--- config.mk ---
export PLATFORM = sky130hd
export DESIGN_NAME = imager_pattern_gen
export DESIGN_NICKNAME = d
export VERILOG_FILES = /design/src/rtl/imager_pattern_gen.sv
export SDC_FILE = /design/constraint.sdc
export NUM_CORES = 1
export LEC_CHECK = 0
export ABC_AREA = 1
export BUFFER_PORTS_ARGS = -buffer_cell sky130_fd_sc_hd__buf_2
export CORE_UTILIZATION = 64
export CTS_CLUSTER_DIAMETER = 100
export DETAILED_ROUTE_END_ITERATION = 12
export PLACE_DENSITY = 0.84
export SLEW_MARGIN = 15
export SYNTH_ARGS = -nofsm -noshare
export SYNTH_HDL_FRONTEND = slang
export SYNTH_SLANG_ARGS = --single-unit
export TNS_END_PERCENT = 20
--- constraint.sdc ---
create_clock -name clk -period 7.7 [get_ports clk]
set_input_delay 1.925 -clock clk [delete_from_list [all_inputs] [get_ports clk]]
set_output_delay 1.925 -clock clk [all_outputs]
set_load 0.01 [all_outputs]
--- src/rtl/imager_pattern_gen.sv ---
// Imager test-pattern source: frame/line timing with bayer flat-field, ramp,
// per-lane LFSR noise and checkerboard patterns on a LANES-wide pixel bus.
module imager_pattern_gen #(
    parameter int DATA_WIDTH     = 10,
    parameter int LANES          = 2,
    parameter int NUM_ROWS_WIDTH = 12,
    parameter int NUM_COLS_WIDTH = 12
) (
    input  logic                        clk,
    input  logic                        reset,
    input  logic                        enable,
    input  logic [1:0]                  mode,
    input  logic [DATA_WIDTH-1:0]       bayer_red,
    input  logic [DATA_WIDTH-1:0]       bayer_gr,
    input  logic [DATA_WIDTH-1:0]       bayer_gb,
    input  logic [DATA_WIDTH-1:0]       bayer_blue,
    input  logic [NUM_ROWS_WIDTH-1:0]   num_active_rows,
    input  logic [NUM_ROWS_WIDTH-1:0]   num_virtual_rows,
    input  logic [NUM_COLS_WIDTH-1:0]   num_active_cols,
    input  logic [NUM_COLS_WIDTH-1:0]   num_virtual_cols,
    input  logic [NUM_ROWS_WIDTH-1:0]   sync_row_start,
    input  logic [NUM_ROWS_WIDTH-1:0]   sync_rows,
    input  logic [31:0]                 noise_seed,
    output logic [LANES*DATA_WIDTH-1:0] dat,
    output logic                        fv,
    output logic                        lv,
    output logic                        sync,
    output logic [15:0]                 frame_count
);
    localparam int          CW        = NUM_COLS_WIDTH + 1;
    localparam logic [31:0] LFSR_TAPS = 32'h8020_0003;

    typedef enum logic [1:0] {IDLE, ACTIVE, VBLANK} state_t;

    state_t                      state;
    logic [NUM_ROWS_WIDTH-1:0]   row;
    logic [CW-1:0]               col;

    logic [1:0]                  mode_s;
    logic [DATA_WIDTH-1:0]       red_s, gr_s, gb_s, blue_s;
    logic [NUM_ROWS_WIDTH-1:0]   act_rows_s, blank_rows_s, sync_start_s, sync_rows_s;
    logic [CW-1:0]               act_cyc_s, line_len_s;

    logic [31:0]                 lfsr [LANES];

    logic                        vld_p0, fv_p0, sync_p0;
    logic [NUM_ROWS_WIDTH-1:0]   y_p0;
    logic [CW-1:0]               col_p0;

    logic [CW-1:0]               act_cyc_in;
    logic                        cfg_ok, line_end, last_blank_row, load_frame, sync_now;
    logic [LANES*DATA_WIDTH-1:0] dat_nxt;

    function automatic logic [31:0] lfsr_step(input logic [31:0] s);
        return s[0] ? ((s >> 1) ^ LFSR_TAPS) : (s >> 1);
    endfunction

    function automatic logic [31:0] lfsr_seed(input logic [31:0] seed, input int k);
        logic [31:0] s;
        s = seed + 32'(k);
        return (s == 32'd0) ? 32'd1 : s;
    endfunction

    function automatic logic [DATA_WIDTH-1:0] pixel_val(
        input logic [1:0]            m,
        input logic [31:0]           y,
        input logic [31:0]           p,
        input logic [DATA_WIDTH-1:0] rnd,
        input logic [DATA_WIDTH-1:0] r,
        input logic [DATA_WIDTH-1:0] g_r,
        input logic [DATA_WIDTH-1:0] g_b,
        input logic [DATA_WIDTH-1:0] b
    );
        logic [31:0] sum;
        sum = y + p;
        case (m)
            2'd0:    pixel_val = y[0] ? (p[0] ? b : g_b) : (p[0] ? g_r : r);
            2'd1:    pixel_val = sum[DATA_WIDTH-1:0];
            2'd2:    pixel_val = rnd;
            default: pixel_val = (y[3] ^ p[3]) ? '1 : '0;
        endcase
    endfunction

    assign act_cyc_in     = CW'(num_active_cols / NUM_COLS_WIDTH'(LANES));
    assign cfg_ok         = (num_active_rows != '0) && (num_active_cols >= NUM_COLS_WIDTH'(LANES));
    assign line_end       = (col == line_len_s - CW'(1));
    // A zero blank-row count still yields one blank row between frames.
    assign last_blank_row = (blank_rows_s == '0) || (row == blank_rows_s - NUM_ROWS_WIDTH'(1));
    assign load_frame     = enable && cfg_ok &&
                            ((state == IDLE) || ((state == VBLANK) && line_end && last_blank_row));
    assign sync_now       = (state == VBLANK) && (sync_rows_s != '0) && (row >= sync_start_s) &&
                            ((row - sync_start_s) < sync_rows_s);

    always_ff @(posedge clk) begin
        if (reset) begin
            state <= IDLE;
            row   <= '0;
            col   <= '0;
        end else if (load_frame) begin
            state <= ACTIVE;
            row   <= '0;
            col   <= '0;
        end else if (state != IDLE) begin
            if (!line_end) begin
                col <= col + CW'(1);
            end else begin
                col <= '0;
                if ((state == ACTIVE) && (row == act_rows_s - NUM_ROWS_WIDTH'(1))) begin
                    state <= VBLANK;
                    row   <= '0;
                end else if ((state == VBLANK) && last_blank_row) begin
                    state <= IDLE;
                    row   <= '0;
                end else begin
                    row <= row + NUM_ROWS_WIDTH'(1);
                end
            end
        end
    end

    always_ff @(posedge clk) begin
        if (load_frame) begin
            mode_s       <= mode;
            red_s        <= bayer_red;
            gr_s         <= bayer_gr;
            gb_s         <= bayer_gb;
            blue_s       <= bayer_blue;
            act_rows_s   <= num_active_rows;
            blank_rows_s <= num_virtual_rows;
            sync_start_s <= sync_row_start;
            sync_rows_s  <= sync_rows;
            act_cyc_s    <= act_cyc_in;
            line_len_s   <= act_cyc_in + CW'(num_virtual_cols);
        end
    end

    // The generator advances only on cycles whose pixels reach the output.
    always_ff @(posedge clk) begin
        for (int k = 0; k < LANES; k++) begin
            if (load_frame) begin
                lfsr[k] <= lfsr_seed(noise_seed, k);
            end else if (vld_p0) begin
                lfsr[k] <= lfsr_step(lfsr[k]);
            end
        end
    end

    // Stage p0: timing decode
    always_ff @(posedge clk) begin
        if (reset) begin
            vld_p0  <= 1'b0;
            fv_p0   <= 1'b0;
            sync_p0 <= 1'b0;
        end else begin
            vld_p0  <= (state == ACTIVE) && (col < act_cyc_s);
            fv_p0   <= (state == ACTIVE);
            sync_p0 <= sync_now;
        end
    end

    always_ff @(posedge clk) begin
        y_p0   <= row;
        col_p0 <= col;
    end

    always_comb begin
        dat_nxt = '0;
        for (int k = 0; k < LANES; k++) begin
            dat_nxt[k*DATA_WIDTH +: DATA_WIDTH] =
                pixel_val(mode_s, 32'(y_p0), 32'(col_p0) * 32'(LANES) + 32'(k),
                          lfsr[k][DATA_WIDTH-1:0], red_s, gr_s, gb_s, blue_s);
        end
    end

    // Stage p1: registered outputs
    always_ff @(posedge clk) begin
        if (reset) begin
            dat         <= '0;
            fv          <= 1'b0;
            lv          <= 1'b0;
            sync        <= 1'b0;
            frame_count <= '0;
        end else begin
            dat  <= vld_p0 ? dat_nxt : '0;
            lv   <= vld_p0;
            fv   <= fv_p0;
            sync <= sync_p0;
            if (fv && !fv_p0) begin
                frame_count <= frame_count + 16'd1;
            end
        end
    end
endmodule

==> flow_metrics.tcl <==
set metrics [dict create \
    clk_pin_slew_worst_paths_ps 60 \
    multi_input_comb_area_um2 6989 \
    routabilityCongestion 0.9759 \
    grt_use_total_pct 30.34 \
    synthXorXnorAreaFrac_pct 4.332 \
    post-synth-top-area-cell "edfxtp_1" \
    ctsResizeCount 0 \
    num_antenna_cells 0 \
    met1_length_um 15610 \
    highest_net_fanout_along_the_worst_path 70 \
    ff_latch_area_um2 7108 \
    grt_pass1_vias 12320 \
    fp.dieW_um 155.9 \
    fmax_ghz 0.2279 \
    place.port_buffers 186 \
    layout-drive-gt1-share_pct 12.33 \
    min_period_ps 4388 \
    worst-endpoint-arrival_ps 4560 \
    netlist.area_leader.share_pct 35.25 \
    worstSetupStartpointType "register" \
    synthesis.nets 2116 \
    grt_first_pass_wirelength_um 58930 \
    worst_slew_pin_slew_ps 914.0 \
    nFillCells 1768 \
    r2r_slack_ps 3310 \
    synthesis.instances 1902 \
    count_of_max_cap_constraint_violations 0 \
    detail_route.iter0.violations 1211 \
    layout.cells.most_common "nand2_1" \
    die_h_um 155.9 \
    worstHoldPathType "register to register" \
    timing.clock.skew_ps 14.47 \
    cts_tree "yes" \
    fin_nets 2293 \
    setup_total_negative_slack_ps 0 \
    cts.repair_timing.setup_buffer_count 0 \
    timing_hold_violations_final 0 \
    synth_top_family_by_area "simple AND/OR/NAND/NOR gates" \
    final_max_slew_viol_count 0 \
    antenna_found_initial 0 \
    die-area_um2 24310 \
    drt_pre_antenna_iters 5 \
    top_layer "met4" \
    met2WireLength_um 17590 \
    drcViolationCount 0 \
    ys_ff_latch 266 \
    cts_sinks 266 \
    post_synth_design_cell_area_um2 15160 \
    grt_setup_unrepaired "false" \
    floorplan.initialDensity_pct 66.18 \
    htree_num_levels 1 \
    post_synth.cell_area_avg_um2 7.973 \
    layout_common_cells "538 x nand2_1, 226 x nor2_1, 221 x inv_1" \
    postRouteWirelength_um 36950 \
    synthArstFlopShare_pct 0 \
    setup_viol_count_final 0 \
    synth-main-ff-cell "edfxtp_1" \
    r2r_start "line_len_s[0]" \
    synth-compound-area-share_pct 6.477 \
    root_buffer_cell "clkbuf_16" \
    floorplan.rows 55 \
    max_slew_margin_pct 38.98 \
    ys.warnings.count 0 \
    cts_made_buffers 28 \
    timing.hold.worst.start "sync_p0" \
    drt-vias-per-instance 5.516 \
    relative_area_change_from_synthesis_to_final_layout_pct 13.53 \
    layout.core_utilization_pct 75.13 \
    detailroute.wirelength.met3_um 2562 \
    crit_required_ps 7880 \
    post-route-period-util_pct 56.99 \
    critical_path_class "register to register" \
    yosys-top-cells-area "edfxtp_1 35%, nand2_1 13%, dfxtp_1 12%" \
    yosys-mux-area-fraction_pct 0 \
    core_region_area_um2 22920 \
    num_ports 188 \
    power_density_nw_per_um2 199.4 \
    static-leakage-power_nw 7.862 \
    yosys.area_share.adder_pct 5.561 \
    grt_max_degree 71 \
    ys_types 46 \
    synth.yosys.seq_area_share_pct 46.86 \
    routedWlPerCell_um 15.30 \
    max-clock-path-buffers 3 \
    yosys.area_share.simple_pct 29.70 \
    clk-insertion-delay-late_ps 540 \
    half_perimeter_wire_length_of_the_detailed_placement_result_um 27260 \
    crit_path_start "line_len_s[0]" \
    crit_path_end_kind "register" \
    power.ir.vdd_worst_mv 0.1872 \
    drtAntennaViolNets 0 \
    run_status "finished, final reports clean" \
    cts_hold_repair.buffers 0 \
    gr-total-overflow 0 \
    synth_enable_flop_cells 178 \
    route.vias.total 13320 \
]
==> sequential cells by signal (all words and copies together) (netlist names), 12 cells and up <==
signal	count
col	13
row	12
act_rows_s	12
dat	20
frame_count	16
blank_rows_s	12
sync_rows_s	12
lfsr	64
sync_start_s	12
line_len_s	13
==> worst paths after layout <==
kind	endpoint	cells after the start
setup / recovery	gr_s[5]	15
hold / removal	sync	2
setup reg to reg	gr_s[5]	15
hold reg to reg	sync	2
==> cells in the mapped netlist, types with 3 or more instances <==
| cell | number |
|---|---|
| a211oi_1 | 4 |
| a21oi_1 | 62 |
| a31oi_1 | 5 |
| buf_2 | 7 |
| buf_4 | 7 |
| buf_6 | 3 |
| clkbuf_1 | 25 |
| dfxtp_1 | 88 |
| edfxtp_1 | 178 |
| fa_1 | 4 |
| ha_1 | 61 |
| inv_1 | 222 |
| nand2_1 | 539 |
| nand3_1 | 173 |
| nand3b_1 | 11 |
| nand4_1 | 41 |
| nor2_1 | 226 |
| nor2_2 | 4 |
| nor2_4 | 4 |
| nor3_1 | 32 |
| nor3b_1 | 3 |
| nor4_1 | 14 |
| o2111ai_1 | 18 |
| o21ai_0 | 62 |
| o21bai_1 | 3 |
| xnor2_1 | 22 |
| xor2_1 | 53 |
==> logic make-up after synthesis <==
group,count (synthesis)
AOI/OAI and AO/OA,169
xor gates and xnor gates,75
adders and majority gates,65
buffers and inverters,270
DFF,266
and+or+nand+nor,1057
==> worst max-delay path, stage by stage (launching register included) <==
cell	delay (ps)
edfxtp_1	440
inv_1	120
ha_1	240
nand2_1	170
nor2_2	210
nand3b_1	90
nand2_1	130
nand2_1	70
nor2_1	130
nand3_1	150
nand2_1	130
inv_2	60
nor2_4	90
nand2_4	430
inv_4	790
buf_4	630
==> layout make-up <==
cell class	count	area share (%)
Clock inverter	10	0.3561
Clock buffer	42	4.920
Multi-Input combinational cell	1366	40.60
Timing Repair Buffer	191	5.625
Sequential cell	266	41.29
Inverter	226	4.942
Tap cell	313	2.275
==> metrics by stage <==
stage | cells | power [mW] | setup WS [ps] | hold WS (ps) | cell area (um^2)
4_1_cts | 2414 | 3.447 | 3321 | 415.5 | 17220
2_1_floorplan | 1902 | 2.017 | 2486 | 351.9 | 15160
6_report | 2414 | 3.433 | 3312 | 411.6 | 17220
3_3_place_gp | 2362 | 2.133 | 2814 | 399.7 | 16310
3_5_place_dp | 2362 | 2.151 | 2758 | 406.7 | 16310
5_1_grt | 2414 | 3.563 | 2937 | 434.8 | 17220
==> power by group <==
group | switching [mW] | internal [mW] | leakage, nW
Clock | 0.545 | 0.761 | 0.455
Sequential | 0.0534 | 1.65 | 2.40
Combinational | 0.280 | 0.144 | 5.00
==> routing by layer <==
layer | vias up | global-route usage [%]
met5 | - | 0
met2 | 514 | 51.74
li1 | 6669 | -
met3 | 84 | 3.806
met1 | 6049 | 39.91
met4 | 0 | 10.50
No activity file was read; power rests on OpenSTA's default activity.
